$ cat src/rtl/porta_uart_tx_pkg.sv
// porta_uart_tx_pkg
//   Shared definitions for the port-A serial transmit stage: FSM state
//   encoding, frame geometry and default parameter values.
package porta_uart_tx_pkg;

  typedef enum logic [1:0] {
    ST_IDLE  = 2'd0,
    ST_START = 2'd1,
    ST_DATA  = 2'd2,
    ST_STOP  = 2'd3
  } uart_state_e;

  localparam int DEFAULT_DATA_WIDTH = 8;
  localparam int DEFAULT_CLK_DIV    = 16;
  localparam int DEFAULT_FIFO_DEPTH = 4;

  // One start bit, DATA_WIDTH data bits, one stop bit.
  localparam int UART_FRAME_BITS = DEFAULT_DATA_WIDTH + 2;

  function automatic int uart_frame_bits(input int data_width);
    return data_width + 2;
  endfunction

endpackage

$ cat src/rtl/porta_uart_tx_byte_fifo.sv
// porta_uart_tx_byte_fifo
//   Synchronous FIFO used to buffer bytes in front of the serializer.
//   Kept generic so a future receive path can reuse it.
//   A push is accepted when not full, or when a pop happens on the same
//   edge (the freed slot is reused, so no data is lost).
// Ports:
//   CLK    in   clock, rising edge
//   nRST   in   asynchronous active-low reset
//   push   in   write request
//   pop    in   read request (ignored while empty)
//   din    in   write data
//   head   out  oldest entry (valid while !empty)
//   full   out  count == DEPTH, registered
//   empty  out  count == 0
//   count  out  number of stored entries
//   wr_ok  out  the push on this edge is accepted
module porta_uart_tx_byte_fifo
  import porta_uart_tx_pkg::*;
#(
  parameter int WIDTH = DEFAULT_DATA_WIDTH,
  parameter int DEPTH = DEFAULT_FIFO_DEPTH,
  localparam int AW   = (DEPTH > 1) ? $clog2(DEPTH) : 1,
  localparam int CW   = $clog2(DEPTH + 1)
) (
  input  logic             CLK,
  input  logic             nRST,
  input  logic             push,
  input  logic             pop,
  input  logic [WIDTH-1:0] din,
  output logic [WIDTH-1:0] head,
  output logic             full,
  output logic             empty,
  output logic [CW-1:0]    count,
  output logic             wr_ok
);

  logic [WIDTH-1:0] mem_r [DEPTH];
  logic [AW-1:0]    wr_ptr_r;
  logic [AW-1:0]    rd_ptr_r;
  logic [CW-1:0]    count_r;
  logic [CW-1:0]    count_nxt_s;
  logic             full_r;
  logic             pop_ok_s;
  logic             push_ok_s;

  assign pop_ok_s  = pop & (count_r != '0);
  assign push_ok_s = push & (~full_r | pop_ok_s);

  // Next occupancy from the accepted push/pop pair.
  always_comb begin
    count_nxt_s = count_r;
    if (push_ok_s && !pop_ok_s) begin
      count_nxt_s = count_r + CW'(1);
    end else if (!push_ok_s && pop_ok_s) begin
      count_nxt_s = count_r - CW'(1);
    end else begin
      count_nxt_s = count_r;
    end
  end

  // Storage, wrapping pointers (DEPTH is a power of two), count and full flag.
  always_ff @(posedge CLK or negedge nRST) begin
    if (!nRST) begin
      for (int i = 0; i < DEPTH; i++) begin
        mem_r[i] <= '0;
      end
      wr_ptr_r <= '0;
      rd_ptr_r <= '0;
      count_r  <= '0;
      full_r   <= 1'b0;
    end else begin
      if (push_ok_s) begin
        mem_r[wr_ptr_r] <= din;
        wr_ptr_r        <= wr_ptr_r + AW'(1);
      end
      if (pop_ok_s) begin
        rd_ptr_r <= rd_ptr_r + AW'(1);
      end
      count_r <= count_nxt_s;
      full_r  <= (count_nxt_s == CW'(DEPTH));
    end
  end

  assign head  = mem_r[rd_ptr_r];
  assign full  = full_r;
  assign empty = (count_r == '0);
  assign count = count_r;
  assign wr_ok = push_ok_s;

endmodule

$ cat src/rtl/porta_uart_tx.sv
// porta_uart_tx
//   Captures every byte written to output port A, buffers it and sends it
//   as an 8N1 frame (start 0, data LSB first, stop 1), CLK_DIV clocks per bit.
//   Back-to-back frames follow each other with no idle gap.
// Ports:
//   CLK      in   clock, rising edge
//   nRST     in   asynchronous active-low reset (aborts any frame)
//   WR_EN    in   port-A write strobe
//   DATA_IN  in   accumulator byte to send
//   CLR_OVR  in   synchronous clear of OVERRUN (a new drop wins)
//   TX       out  serial line, idle high, straight from a flop
//   BUSY     out  FIFO non-empty or frame in progress
//   FULL     out  FIFO holds FIFO_DEPTH bytes
//   OVERRUN  out  sticky: a write was dropped
module porta_uart_tx
  import porta_uart_tx_pkg::*;
#(
  parameter int DATA_WIDTH = DEFAULT_DATA_WIDTH,
  parameter int CLK_DIV    = DEFAULT_CLK_DIV,
  parameter int FIFO_DEPTH = DEFAULT_FIFO_DEPTH
) (
  input  logic                  CLK,
  input  logic                  nRST,
  input  logic                  WR_EN,
  input  logic [DATA_WIDTH-1:0] DATA_IN,
  input  logic                  CLR_OVR,
  output logic                  TX,
  output logic                  BUSY,
  output logic                  FULL,
  output logic                  OVERRUN
);

  localparam int DIV_W = 16;
  localparam int IDX_W = (DATA_WIDTH > 1) ? $clog2(DATA_WIDTH) : 1;
  localparam int CW    = $clog2(FIFO_DEPTH + 1);
  localparam logic [DIV_W-1:0] DIV_LAST = DIV_W'(CLK_DIV - 1);
  localparam logic [IDX_W-1:0] IDX_LAST = IDX_W'(DATA_WIDTH - 1);

  uart_state_e           state_r;
  logic [DIV_W-1:0]      div_r;
  logic [IDX_W-1:0]      bit_idx_r;
  logic [DATA_WIDTH-1:0] shift_r;
  logic                  tx_r;
  logic                  busy_r;
  logic                  ovr_r;

  logic [DATA_WIDTH-1:0] fifo_head_s;
  logic                  fifo_full_s;
  logic                  fifo_empty_s;
  logic [CW-1:0]         fifo_count_s;
  logic                  fifo_wr_ok_s;
  logic                  pop_s;
  logic                  fifo_left_s;
  logic                  drop_s;
  logic                  div_last_s;

  porta_uart_tx_byte_fifo #(
    .WIDTH (DATA_WIDTH),
    .DEPTH (FIFO_DEPTH)
  ) u_fifo (
    .CLK   (CLK),
    .nRST  (nRST),
    .push  (WR_EN),
    .pop   (pop_s),
    .din   (DATA_IN),
    .head  (fifo_head_s),
    .full  (fifo_full_s),
    .empty (fifo_empty_s),
    .count (fifo_count_s),
    .wr_ok (fifo_wr_ok_s)
  );

  assign div_last_s = (div_r == DIV_LAST);

  // Pop request: from IDLE, or on the final STOP cycle for a gapless next frame.
  always_comb begin
    pop_s = 1'b0;
    case (state_r)
      ST_IDLE: pop_s = ~fifo_empty_s;
      ST_STOP: pop_s = div_last_s & ~fifo_empty_s;
      default: pop_s = 1'b0;
    endcase
  end

  // FIFO occupancy after this edge is non-zero; feeds the registered BUSY.
  assign fifo_left_s = fifo_wr_ok_s
                     | (fifo_count_s > CW'(1))
                     | ((fifo_count_s == CW'(1)) & ~pop_s);

  assign drop_s = WR_EN & ~fifo_wr_ok_s;

  // Frame FSM with divider, bit index, shift register and all output flops.
  always_ff @(posedge CLK or negedge nRST) begin
    if (!nRST) begin
      state_r   <= ST_IDLE;
      div_r     <= '0;
      bit_idx_r <= '0;
      shift_r   <= '0;
      tx_r      <= 1'b1;
      busy_r    <= 1'b0;
      ovr_r     <= 1'b0;
    end else begin
      // A drop on this edge outranks a clear request.
      if (drop_s) begin
        ovr_r <= 1'b1;
      end else if (CLR_OVR) begin
        ovr_r <= 1'b0;
      end else begin
        ovr_r <= ovr_r;
      end

      case (state_r)
        ST_IDLE: begin
          if (pop_s) begin
            state_r <= ST_START;
            div_r   <= '0;
            shift_r <= fifo_head_s;
            tx_r    <= 1'b0;
            busy_r  <= 1'b1;
          end else begin
            tx_r   <= 1'b1;
            busy_r <= fifo_left_s;
          end
        end
        ST_START: begin
          busy_r <= 1'b1;
          if (div_last_s) begin
            state_r   <= ST_DATA;
            div_r     <= '0;
            bit_idx_r <= '0;
            tx_r      <= shift_r[0];
          end else begin
            div_r <= div_r + DIV_W'(1);
          end
        end
        ST_DATA: begin
          busy_r <= 1'b1;
          if (div_last_s) begin
            div_r <= '0;
            if (bit_idx_r == IDX_LAST) begin
              state_r <= ST_STOP;
              tx_r    <= 1'b1;
            end else begin
              // Present the next bit from the flop while shifting right.
              bit_idx_r <= bit_idx_r + IDX_W'(1);
              shift_r   <= {1'b0, shift_r[DATA_WIDTH-1:1]};
              tx_r      <= shift_r[1];
            end
          end else begin
            div_r <= div_r + DIV_W'(1);
          end
        end
        ST_STOP: begin
          if (div_last_s) begin
            div_r <= '0;
            if (pop_s) begin
              state_r <= ST_START;
              shift_r <= fifo_head_s;
              tx_r    <= 1'b0;
              busy_r  <= 1'b1;
            end else begin
              state_r <= ST_IDLE;
              tx_r    <= 1'b1;
              busy_r  <= fifo_left_s;
            end
          end else begin
            div_r  <= div_r + DIV_W'(1);
            busy_r <= 1'b1;
          end
        end
        default: begin
          state_r <= ST_IDLE;
          div_r   <= '0;
          tx_r    <= 1'b1;
          busy_r  <= fifo_left_s;
        end
      endcase
    end
  end

  assign TX      = tx_r;
  assign BUSY    = busy_r;
  assign FULL    = fifo_full_s;
  assign OVERRUN = ovr_r;

endmodule
$ cat config.mk
export PLATFORM = sky130hd
export DESIGN_NAME = porta_uart_tx
export DESIGN_NICKNAME = d
export VERILOG_FILES = /design/src/rtl/porta_uart_tx_pkg.sv /design/src/rtl/porta_uart_tx_byte_fifo.sv /design/src/rtl/porta_uart_tx.sv
export SDC_FILE = /design/constraint.sdc
export NUM_CORES = 1
export LEC_CHECK = 0
export BUFFER_PORTS_ARGS = -buffer_cell sky130_fd_sc_hd__buf_2
export CAP_MARGIN = 20
export CORE_ASPECT_RATIO = 1.1
export CORE_MARGIN = 2
export CORE_UTILIZATION = 62
export DETAILED_ROUTE_END_ITERATION = 8
export PLACE_DENSITY = 0.81
export SETUP_SLACK_MARGIN = 0.5
export SYNTH_ARGS = -nofsm -noshare
export SYNTH_HDL_FRONTEND = slang
export SYNTH_SLANG_ARGS = --single-unit
$ cat constraint.sdc
create_clock -name CLK -period 3.01 [get_ports CLK]
set_input_delay 0.602 -clock CLK [delete_from_list [all_inputs] [get_ports CLK]]
set_output_delay 0.602 -clock CLK [all_outputs]
set_load 0.01 [all_outputs]
Word level (Yosys, flattened, before mapping)

Cells that the tools add are included.
W data, S select, Z words.

Add/sub/neg operators: 6
Multiplexer cells: 39
$lt $le $gt $ge: 4
Reductions and logical operators: 17
Bitwise logic cells: 14
Equal/unequal tests: 13

Operator list:

| kind                    | number |
|---|---|
| $mux W8                 | 7 |
| $bwmux W32              | 1 |
| $mux W16                | 2 |
| $pmux W16 S2            | 1 |
| $pmux W8 S3             | 1 |
| $add A16 B1 Y16 const B | 1 |
| $bmux W8 S2             | 1 |
| $demux W8 S2            | 1 |
| $eq A16 B4 Y1 const B   | 1 |
| $mux W3                 | 5 |
| $ne A2 B2 Y1 const B    | 6 |
| $mux W1                 | 10 |
| $mux W2                 | 5 |
| $pmux W2 S4             | 1 |
| $reduce_and A4 Y1       | 2 |
| $add A3 B1 Y3 const B   | 2 |
| $eq A3 B3 Y1 const B    | 2 |
| $ge A3 B3 Y1 const B    | 2 |
| $not A2 Y3              | 2 |
| $pmux W3 S2             | 1 |
| $reduce_bool A3 Y1      | 2 |
| $and A1 B1 Y1           | 5 |
| $reduce_and A5 Y1       | 1 |
| $add A2 B1 Y2 const B   | 2 |
| 19 further kinds        | 29 |

Output and inout port bits: 4
Word-level logic and storage cells: 108
Register bits: 72
Input port bits: 12

Depth between registers and ports, before layout

Gate-level depths: netlist (run 1).

Depth in word-level cells: 12
Depth in mapped cells: 9
Gate-level depth less buffers: 7

By module

From an unflattened synthesis (run 1), not the netlist that was laid out.

Cells, all modules: 312
Area total of the unflattened synthesis: 3,927.5 µm²

By module, submodules not included:

| module                  | instances | sequential area each (µm²) | area an instance (µm²) | cells an instance |
|---|---|---|---|---|
| porta_uart_tx_byte_fifo | 1         | 1,001.0                    | 2,063.2                | 123 |
| porta_uart_tx           | 1         | 802.0                      | 1,864.3                | 189 |

Least setup slack after synthesis (run 1)

OpenSTA, ideal clock, no wires.

Path kind: flip-flop to flip-flop
Start: reg state_r[0]
End: reg u_fifo.mem_r[0] (netlist name)
Arrival: 2.186 ns
Data required time: 2.883 ns
Setup slack: 0.696 ns
Cell stages (with the launch flop): 9
Path buffers: 2
Period minus slack after synthesis: 2.314 ns
Library setup time: 0.127 ns
Cells stage by stage: dfrtp_1 inv_1 ha_1 clkbuf_1 or3_1 o21ai_2 and3_1 buf_6 mux2_1

Longest elaborated chain between the ends: 5
Elaborated cells on any way between the ends: 6
Classes of those cells: eq/ne: 1; mux: 1; bitwise: 3; reduce/logical: 1

RTL lines:

| what                                                    | RTL line                      | RTL |
|---|---|---|
| from (decl)                                             | porta_uart_tx.sv:39           | `uart_state_e state_r;` |
| from (signal assigned)                                  | porta_uart_tx.sv:95           | `state_r <= ST_IDLE;` |
| from (signal assigned)                                  | porta_uart_tx.sv:115          | `state_r <= ST_START;` |
| from (signal assigned)                                  | porta_uart_tx.sv:128          | `state_r <= ST_DATA;` |
| $eq A2 B2 Y1 / $logic_not A2 Y1 (equally long branches) | porta_uart_tx.sv:78           | `case (state_r)` |
| $pmux W1 S2 (*)                                         | porta_uart_tx.sv:78           |  |
| $and A1 B1 Y1 (*)                                       | porta_uart_tx_byte_fifo.sv:46 | `assign pop_ok_s = pop & (count_r != '0);` |
| $or A1 B1 Y1 (*)                                        | porta_uart_tx_byte_fifo.sv:47 | `assign push_ok_s = push & (~full_r \| pop_ok_s);` |
| $and A1 B1 Y1 (*)                                       | porta_uart_tx_byte_fifo.sv:47 |  |
| to (signal, indexed assignment)                         | porta_uart_tx_byte_fifo.sv:73 | `mem_r[wr_ptr_r] <= din;` |
| to (decl)                                               | porta_uart_tx_byte_fifo.sv:37 | `logic [WIDTH-1:0] mem_r [DEPTH];` |

Every way passes the cells marked *; elsewhere a longest branch is shown, timed or not.
A chain may end at the register's enable or synchronous reset.

Worst setup path after layout (run 1)

Start: reg state_r[0]
End: reg u_fifo.mem_r[5] (netlist name)

The elaborated chain is that of the path after synthesis.

==> out/results.tsv, run 1 <==
stage	metric	value	unit
critical_path	Worst Setup SP	state_r[0]$_DFFE_PN0P_	
clocking	# Post-CTS Setup Buffers	0	
synth	syn_area_per_cell	12.0	um2
synth	top post-synthesis cells by count	71 x dfrtp_1, 32 x mux2_1, 28 x nand2_1, 26 x o21ai_0, 16 x ha_1	
place	dpl cells	405	
synth	number of synthesized flops with an enable pin	0	
clocking	Hold Buf Count CTS	0	
layout	# fillers	416	
clocking	Clock Path Buffers	2	
clocking	CTS sink cnt	72	
synth	Mapped Area	0.00386	mm2
synth	syn nets	349	
layout	final cell count without fillers	421	
layout	Area Growth Syn to Fin	8.45	%
layout	nets@finish	364	
critical_path	Crit Reg-Reg Endpoint	u_fifo.mem_r[5]$_DFFE_PN0P_	
global_routing	initial antenna violation count	0	
critical_path	CP Max Fanout	10	
routing	routed wl met2	3700	um
power_and_ir_drop	P per Cell Area	1010	mW/mm2
clocking	CTS tree	done	
synth	Yosys reg bits	72	
floorplanning	io pins	16	
floorplanning	Starting Density	63.2	%
routing	DR WL/cell	17.0	um
routing	DR DRC count	0	
clocking	Root Buffer	clkbuf_8	
place	GP Congestion	0.801	
clocking	H-tree levels	3	
global_routing	total gr overflow	0	
clocking	clock transition at the registers of the reported paths	0.09	ns
synth	register area share after synthesis	46.6	%
sta	Clock Skews	0.0118	ns
layout	FF+latch area	0.00180	mm2
power_and_ir_drop	Logic pwr share	44.3	%
critical_path	flop2flop setup slack	0.61	ns
power_and_ir_drop	Worst VDD drop	0.623	mV
layout	fraction of layout cells with a size suffix above 1	22.6	%
floorplanning	full die area	0.00688	mm2
power_and_ir_drop	internal power	2.65	mW
sta	Final setup viols	0	
sta	RSZ-0062 raised after global routing	false	
synth	Area contributors post-synth	dfrtp_1 46%, mux2_1 9.3%, ha_1 5.2%, mux4_4 4.5%, o21ai_0 3.4%	
sta	Setup TNS Final	0	ns
routing	Initial DRT Pass Iterations	4	
floorplanning	core area	0.00612	mm2
critical_path	WS Path Type	flop to flop	
critical_path	WP data arrival	2.62	ns
routing	max layer used	met4	
synth	Synth cell types	53	
routing	antenna viol nets, final	0	
floorplanning	Die X	79.3	um
routing	Total Wirelength	7170	um
critical_path	crit path launch type	flop	
place	port bufs	15	
layout	footprint of the multi-input gates	0.00195	mm2
critical_path	startpoint of the worst register-to-register path	state_r[0]$_DFFE_PN0P_	
clocking	Worst-Skew Late Latency	0.34	ns
synth	Yosys top cell area share	46.0	%
synth	Synth warnings	0	
layout	n_diodes	0	
sta	Tightest Pin Transition	0.896	ns
global_routing	largest net degree at the start of global routing	39	
routing	detailed router's first-iteration violation count	104	
sta	fin. max-slew vios	0	
power_and_ir_drop	sequential share of power	39.4	%
place	post-DP HPWL	5110	um
power_and_ir_drop	switching power total	1.58	mW
critical_path	Setup crit end kind	flop	
power_and_ir_drop	Static Leak	1.80	nW
routing	met1 WL	3230	um
sta	Max Fclk	0.417	GHz
critical_path	reg2reg path depth	6	
floorplanning	FP Rows	30	
global_routing	vias in the first global route	2566	
sta	Tmin final	2.40	ns
sta	Tcrit/Tclk final	79.7	%
routing	wire length on met3	167	um
power_and_ir_drop	Switching Fraction	37.3	%
routing	Vias/cell	6.05	
synth	share of flip-flops with an asynchronous set or reset	100	%
worst_hold_path	Hold Crit Class	input pin to async pin	
global_routing	total track usage	22.5	%
global_routing	first-pass GRT wire length	12000	um
synth	Main synth FF type	dfrtp_1	
sta	Slew HR	40.3	%
sta	final hold slack	0.381	ns
routing	vias	2547	
layout	Finished Core Util	68.5	%
clocking	CTS Buf Count	9	
synth	synthesized instance count	321	
synth	dominant cell type by area after synthesis	dfrtp_1	
sta	final hold vios	0	
critical_path	Worst Path Required	3.24	ns
flow_run	# Max-Cap Violations	0	
power_and_ir_drop	clock network power share	16.3	%
synth	count leader, synth	dfrtp_1	
floorplanning	Die H	86.8	um
run_status	status	finished clean	
-- registers in the layout (all words and copies together) (netlist names), 2 cells and up --
register         cells
bit_idx_r            3
state_r              2
u_fifo.mem_r        32
u_fifo.count         3
div_r               16
u_fifo.rd_ptr_r      2
u_fifo.wr_ptr_r      2
shift_r              8
-- logic make-up after synthesis --
logic type / count (synthesis) / synth area share (%)
and+or+nand+nor: 75 / 11.0
DFF: 72 / 46.6
AOI/OAI and AO/OA: 71 / 12.6
muxes: 56 / 19.8
buffers and inverters: 26 / 3.63
adders and majority gates: 16 / 5.18
xor gates and xnor gates: 5 / 1.13
-- worst max-delay path, cell delays in order, from the launching register on --
cell and delay [ns]:
dfrtp_1 0.38, inv_1 0.11, ha_1 0.43, or3_4 0.48, o21ai_4 0.22, and3_4 0.31, mux2_1 0.34
-- power by group through the flow --
stage	clock network, mW	registers [mW]	logic [mW]
floorplan	0	1.54	1.56
global placement	0	1.65	1.76
detailed placement	0	1.68	1.82
CTS	0.704	1.66	1.83
global route	0.744	1.72	2.05
finish	0.689	1.67	1.87
-- worst max-delay path by stage --
stage,depth (start not counted),to
finish,6,u_fifo.mem_r[5]$_DFFE_PN0P_
global route,6,u_fifo.mem_r[7]$_DFFE_PN0P_
CTS,6,u_fifo.mem_r[7]$_DFFE_PN0P_
detailed placement,6,u_fifo.mem_r[5]$_DFFE_PN0P_
global placement,6,u_fifo.mem_r[10]$_DFFE_PN0P_
floorplan,8,u_fifo.mem_r[0]$_DFFE_PN0P_
-- what timing repair did --
item,4_1_cts,5_1_grt
resized for setup,4,6
endpoints found under the setup margin,32,32
pin swaps,0,0
cloned,0,0
-- stage by stage --
stage / instance area [um2] / power [mW] / setup WS [ns]
global route: 4190 / 4.51 / 0.502
floorplan: 3860 / 3.09 / 0.696
global placement: 3980 / 3.41 / 0.478
finish: 4190 / 4.23 / 0.612
CTS: 4160 / 4.20 / 0.497
detailed placement: 3980 / 3.50 / 0.381
-- cell usage in the layout (no fill, tap or decap), types with 2 or more instances in the layout --
master,synthesis,layout
mux2_4,7,7
a31o_2,2,2
inv_6,0,3
dfrtp_1,71,71
and2_1,4,4
xnor2_1,5,5
nor2_1,10,10
inv_1,11,11
a22o_1,5,5
and3_4,0,4
mux4_4,7,7
o21a_1,3,3
nand2_1,28,28
o21ai_0,26,26
clkinv_2,0,2
nand3_1,4,4
nor4_4,2,2
o31ai_1,3,3
o2111ai_1,3,3
mux2_2,9,9
o22ai_1,2,2
buf_4,0,3
nor3_1,6,6
buf_2,4,15
clkinvlp_4,0,2
ha_1,16,16
a41oi_1,3,3
a31oi_1,5,5
nor4_1,3,3
clkbuf_8,0,9
nor2b_1,2,2
nand4_1,4,4
mux2_1,32,32
a21oi_1,5,5
o21ai_1,2,2
-- layout make-up --
class	instances	area share, %
clock buffer	9	2.96
clock inverter	7	1.22
inverter	11	0.985
multi-input combinational	223	46.6
sequential	72	43.0
tap	80	2.39
timing repair buffer	19	2.81
-- metal layers --
metal  global-route usage [%]  up-vias
met1                     29.1     1292
met5                        0        -
li1                         -     1217
met4                     8.93        0
met2                     37.9       32
met3                     3.85        6
No activity file was read; power rests on OpenSTA's default activity.
==> run 2: changes to the inputs <==
==> constraint.sdc (replaced) <==
create_clock -name CLK -period 2.5 [get_ports CLK]
set_input_delay 0.5 -clock CLK [delete_from_list [all_inputs] [get_ports CLK]]
set_output_delay 0.5 -clock CLK [all_outputs]
set_load 0.01 [all_outputs]
==> out/results.tsv, run 2 (synthesized netlist as in run 1, its figures left out) <==
stage	metric	value	unit
run_status	status	finished clean	
routing	Total Wirelength	9890	um
critical_path	WS Path Type	flop to flop	
global_routing	initial antenna violation count	0	
sta	fin. max-slew vios	0	
power_and_ir_drop	P per Cell Area	1350	mW/mm2
critical_path	Worst Setup SP	div_r[1]$_DFFE_PN0P_	
floorplanning	Die H	86.8	um
power_and_ir_drop	Worst VDD drop	0.881	mV
sta	Setup TNS Final	0	ns
critical_path	startpoint of the worst register-to-register path	div_r[1]$_DFFE_PN0P_	
routing	detailed router's first-iteration violation count	253	
floorplanning	Starting Density	63.2	%
critical_path	CP Max Fanout	14	
sta	Slew HR	65.1	%
routing	Vias/cell	6.42	
sta	RSZ-0062 raised after global routing	true	
flow_run	# Max-Cap Violations	0	
clocking	CTS sink cnt	72	
layout	max reg flops	32	
global_routing	vias in the first global route	2838	
clocking	clock transition at the registers of the reported paths	0.09	ns
critical_path	CP Buf/Inv Count	1	
power_and_ir_drop	switching power total	2.39	mW
floorplanning	full die area	0.00688	mm2
layout	Area Growth Syn to Fin	22.9	%
critical_path	WP data arrival	2.40	ns
sta	Final setup viols	0	
sta	final hold vios	0	
floorplanning	Die X	79.3	um
place	port bufs	15	
place	pre-CTS setup slack	0.0591	ns
layout	nets@finish	396	
floorplanning	io pins	16	
power_and_ir_drop	Logic pwr share	51.6	%
critical_path	Setup crit end kind	flop	
worst_hold_path	Hold Crit Class	input pin to async pin	
sta	Tightest Pin Transition	0.523	ns
clocking	CTS tree	done	
sta	Tmin final	2.17	ns
power_and_ir_drop	clock network power share	16.1	%
sta	Clock Skews	0.0120	ns
global_routing	first-pass GRT wire length	15000	um
power_and_ir_drop	sequential share of power	32.2	%
clocking	Worst-Skew Late Latency	0.34	ns
power_and_ir_drop	Static Leak	2.08	nW
routing	Initial DRT Pass Iterations	4	
layout	Reg with most FFs	u_fifo.mem_r	
global_routing	total track usage	29.1	%
place	post-DP HPWL	5260	um
layout	n_diodes	0	
layout	commonest cells after routing, fill and taps aside	65 x dfrtp_1, 39 x mux2_4, 33 x buf_4	
layout	top flop regs	u_fifo.mem_r x32, div_r x16, shift_r x8	
power_and_ir_drop	Switching Fraction	37.3	%
floorplanning	core area	0.00612	mm2
clocking	Root Buffer	clkbuf_8	
power_and_ir_drop	internal power	4.00	mW
power_and_ir_drop	total power	6.39	mW
global_routing	largest net degree at the start of global routing	42	
place	GP Congestion	0.839	
critical_path	crit path max-delay cell type	dfrtp_1	
clocking	H-tree levels	3	
clocking	Clock Path Buffers	2	
critical_path	Worst Path Required	2.73	ns
critical_path	slowest cell delay on critical path	0.42	ns
critical_path	CP Cell Sequence	ha_4 > and4b_2 > a41oi_4 > buf_4 > nor2_2 > o21a_1 > o31ai_1	
clocking	CTS Buf Count	9	
sta	Tcrit/Tclk final	86.6	%
critical_path	crit path launch type	flop	
sta	Final WS setup	0.334	ns
layout	most common cell after layout, fill and taps aside	dfrtp_1	
global_routing	total gr overflow	0	
layout	fraction of layout cells with a size suffix above 1	45.0	%
routing	DR DRC count	0	
routing	DR WL/cell	21.8	um
routing	vias	2909	
floorplanning	FP Rows	30	
sta	Max Fclk	0.462	GHz
routing	antenna viol nets, final	0	
critical_path	CP top delay family	compound AO/OA/AOI/OAI gates	
[run 2: worst register-to-register path, cell delays in order (launching register included)]
cell     delay, ns
dfrtp_1       0.42
ha_4          0.18
and4b_2       0.26
a41oi_4       0.31
buf_4         0.30
nor2_2        0.10
o21a_1        0.18
o31ai_1       0.30
[run 2: power by group through the flow]
| stage | clock (mW) | combinational [mW] | sequential, mW |
|---|---|---|---|
| 3_5_place_dp | 0 | 2.37 | 2.01 |
| 2_1_floorplan | 0 | 1.98 | 1.86 |
| 4_1_cts | 1.03 | 2.95 | 2.00 |
| 3_3_place_gp | 0 | 2.26 | 1.98 |
| 5_1_grt | 1.09 | 3.50 | 2.10 |
| 6_report | 1.03 | 3.30 | 2.06 |
[run 2: area by class of cell]
cell class	count	area, um2
sequential	72	1810
inverter	11	41.3
clock inverter	6	93.8
fill	318	1370
multi-input combinational	223	2210
timing repair buffer	51	365
tap	80	100
clock buffer	10	128
[run 2: what timing repair did]
item | 4_1_cts | 5_1_grt
pin swaps | 11 | 8
endpoints found under the hold margin | 0 | 0
buffers inserted | 17 | 10
hold buffers | 0 | 0
gates resized for setup | 57 | 16
setup endpoints to repair | 57 | 55
[run 2: path summary, 6_finish.rpt]
check,end,slack (ns),cells after the start
max in group asynchronous,div_r[13]$_DFFE_PN0P_,1.86,2
setup / recovery,u_fifo.count[1]$_DFF_PN0_,0.33,7
hold / removal,u_fifo.mem_r[19]$_DFFE_PN0P_,0.19,2
setup reg to reg,u_fifo.count[1]$_DFF_PN0_,0.33,7
hold reg to reg,shift_r[5]$_DFFE_PN0P_,0.51,1
min in group CLK,OVERRUN$_DFFE_PN0P_,0.35,2
[run 2: metrics by stage]
step / instance area, um2 / utilization [%] / hold WS, ns / cells
floorplan: 3920 / - / 0.204 / 321
global placement: 4050 / 66.1 / 0.462 / 410
detailed placement: 4050 / 66.1 / 0.474 / 410
CTS: 4610 / 75.3 / 0.189 / 443
global route: 4750 / 77.6 / 0.229 / 453
finish: 4750 / 77.6 / 0.189 / 453
[run 2: per-layer routing]
metal	vias to the layer above	global-route usage [%]	part of all wire, %
li1	1286	-	-
met1	1489	39.9	43
met2	109	47.0	50
met3	25	4.90	4.5
met4	0	11.1	2.5
met5	-	0	0
==> run 3: changes to the inputs <==
--- a/config.mk
+++ b/config.mk
@@ -15,4 +15,5 @@
 export SETUP_SLACK_MARGIN = 0.5
 export SYNTH_ARGS = -nofsm -noshare
 export SYNTH_HDL_FRONTEND = slang
+export SYNTH_HIERARCHICAL = 1
 export SYNTH_SLANG_ARGS = --single-unit
==> out/results.tsv, run 3 <==
stage	metric	value	unit
layout	Reg with most FFs	u_fifo/mem_r	
synth	Yosys reg bits	72	
sta	Tightest Pin Transition	0.788	ns
synth	Synth Area in Adders	4.78	%
clocking	Clock Path Buffers	2	
synth	Synth Area in Simple Gates	11.6	%
critical_path	WP data arrival	2.79	ns
layout	max reg flops	32	
power_and_ir_drop	total power	6.29	mW
synth	dominant cell type by area after synthesis	dfrtp_1	
power_and_ir_drop	Worst VDD drop	0.964	mV
floorplanning	Die X	79.9	um
synth	top post-synthesis cells by count	71 x dfrtp_1, 32 x mux2_4, 30 x o21ai_0, 24 x nand2_1, 16 x mux2_2	
routing	antenna viol nets, final	0	
synth	Area contributors post-synth	dfrtp_1 45%, mux2_4 12%, ha_1 4.8%, mux2_2 4.6%, mux4_2 4.6%	
place	pre-CTS setup slack	0.0383	ns
critical_path	Worst Path Required	2.74	ns
synth	register area share after synthesis	45.9	%
clocking	Root Buffer	clkbuf_8	
critical_path	CP top delay family	simple AND/OR/NAND/NOR gates	
routing	DR WL/cell	20.8	um
sta	final hold slack	0.134	ns
clocking	H-tree levels	3	
critical_path	CP Buf/Inv Count	1	
sta	RSZ-0062 raised after global routing	true	
sta	Slew HR	47.0	%
global_routing	first-pass GRT wire length	15600	um
synth	count leader, synth	dfrtp_1	
run_status	failing checks	setup timing	
layout	nets@finish	410	
power_and_ir_drop	P per Cell Area	1280	mW/mm2
routing	Total Wirelength	9730	um
synth	number of synthesized flops with an enable pin	0	
global_routing	initial antenna violation count	0	
global_routing	total gr overflow	0	
place	post-DP HPWL	5730	um
floorplanning	Starting Density	63.8	%
sta	Final setup viols	34	
place	GP Congestion	0.921	
run_status	status	finished with violations	
routing	Initial DRT Pass Iterations	5	
critical_path	crit path max-delay cell type	or4_4	
sta	Final WS setup	-0.0487	ns
synth	syn nets	339	
sta	Max Fclk	0.392	GHz
critical_path	Setup crit end kind	flop	
worst_hold_path	Hold Crit Class	input pin to async pin	
synth	Mapped Area	0.00393	mm2
global_routing	vias in the first global route	2998	
synth	Synth Area in Compound Gates	11.4	%
clocking	Worst-Skew Late Latency	0.35	ns
floorplanning	Die H	87.5	um
routing	DR DRC count	0	
routing	detailed router's first-iteration violation count	363	
synth	Yosys top cell area share	45.2	%
synth	Synth cell types	55	
synth	Main synth FF type	dfrtp_1	
layout	design area	0.00490	mm2
layout	Area Growth Syn to Fin	24.7	%
critical_path	WS Path Type	flop to flop	
synth	syn_area_per_cell	12.6	um2
synth	largest family of logic cells by synthesized area	multiplexers	
floorplanning	FP Rows	30	
floorplanning	full die area	0.00699	mm2
global_routing	total track usage	29.8	%
floorplanning	core area	0.00616	mm2
power_and_ir_drop	Static Leak	2.28	nW
sta	Tmin final	2.55	ns
sta	Tcrit/Tclk final	102	%
sta	final hold vios	0	
synth	share of flip-flops with an asynchronous set or reset	100	%
global_routing	largest net degree at the start of global routing	27	
synth	XOR/XNOR share of the synthesized area	1.34	%
routing	Vias/cell	6.31	
synth	synthesized instance count	312	
routing	vias	2946	
sta	fin. max-slew vios	0	
layout	commonest cells after routing, fill and taps aside	71 x dfrtp_1, 40 x mux2_4, 35 x buf_4	
critical_path	CP Cell Sequence	or4_4 > o41a_1 > nor2_4 > nand2b_4 > a21boi_4 > buf_12 > nand2_8 > mux2_4	
synth	multiplexer share of the synthesized area	22.2	%
flow_run	# Max-Cap Violations	0	
layout	top flop regs	u_fifo/mem_r x32, div_r x16, shift_r x8	
place	port bufs	15	
layout	most common cell after layout, fill and taps aside	dfrtp_1	
place	Placed Area	0.00432	mm2
layout	n_diodes	0	
critical_path	crit path launch type	flop	
sta	Clock Skews	0.0103	ns
clocking	CTS tree	done	
clocking	clock transition at the registers of the reported paths	0.08	ns
layout	fraction of layout cells with a size suffix above 1	45.0	%
clocking	CTS Buf Count	9	
synth	Synth warnings	6	
floorplanning	io pins	16	
clocking	CTS sink cnt	72	
critical_path	CP Max Fanout	8	
critical_path	slowest cell delay on critical path	0.55	ns
## run 3: cell count changes after synthesis, moves of 4 or more
cell	previous run	this run
mux2_1	32	0
mux4_4	7	0
mux2_4	7	32
mux4_2	1	8
buf_6	5	1
o21ai_0	26	30
nor3_1	6	1
nand2_1	28	24
mux2_2	9	16
nand2_8	0	4
## run 3: cells by family after synthesis
family          Yosys count
fa+ha+maj                15
mux                      59
buf+inv                  21
simple gates             75
compound gates           64
xor+xnor                  6
flops                    72
## run 3: cell type report
type / instances / area, um2
flip-flops and latches: 72 / 1800
well taps: 80 / 100
clock inverters: 5 / 56.3
repair buffers: 70 / 601
fillers: 341 / 1260
inverters: 11 / 41.3
clock buffers: 10 / 138
multi-input cells: 219 / 2160
## run 3: where the power goes
| part | leakage (nW) | total (mW) | switching, mW | internal [mW] |
|---|---|---|---|---|
| logic | 1.29 | 3.30 | 1.41 | 1.88 |
| clock network | 0.0985 | 0.939 | 0.457 | 0.483 |
| registers | 0.888 | 2.05 | 0.412 | 1.64 |
## run 3: stage by stage
step           util [%]  setup TNS (ns)  std cells
2_1_floorplan         -           -2.37        312
3_3_place_gp       70.2               0        428
3_5_place_dp       70.2               0        428
4_1_cts            77.6               0        461
5_1_grt            79.5           -2.99        467
6_report           79.5          -0.994        467
## run 3: worst paths after layout
| check | from | end | slack, ns | cells after the start |
|---|---|---|---|---|
| setup / recovery | div_r[9]$_DFFE_PN0P_ | u_fifo/mem_r[29]$_DFFE_PN0P_ | -0.05 | 8 |
| hold / removal | nRST | div_r[8]$_DFFE_PN0P_ | 0.13 | 1 |
| setup reg to reg | div_r[9]$_DFFE_PN0P_ | u_fifo/mem_r[29]$_DFFE_PN0P_ | -0.05 | 8 |
| hold reg to reg | u_fifo/mem_r[4]$_DFFE_PN0P_ | u_fifo/mem_r[4]$_DFFE_PN0P_ | 0.52 | 1 |
| max in group asynchronous | nRST | state_r[0]$_DFFE_PN0P_ | 1.62 | 2 |
| min in group CLK | CLR_OVR | OVERRUN$_DFFE_PN0P_ | 0.33 | 2 |
## run 3: repair_timing
action	in CTS	in global routing
pin swaps	16	11
hold buffers	0	0
endpoints found under the setup margin	67	71
gates resized for setup	37	21
cloned	1	0
buffers inserted	17	6
## run 3: layer usage
layer | wire length [um] | global-route usage, %
met3 | 491 | 6.54
met2 | 4940 | 49.8
met4 | 276 | 10.5
met1 | 4020 | 38.5
met5 | 0 | 0
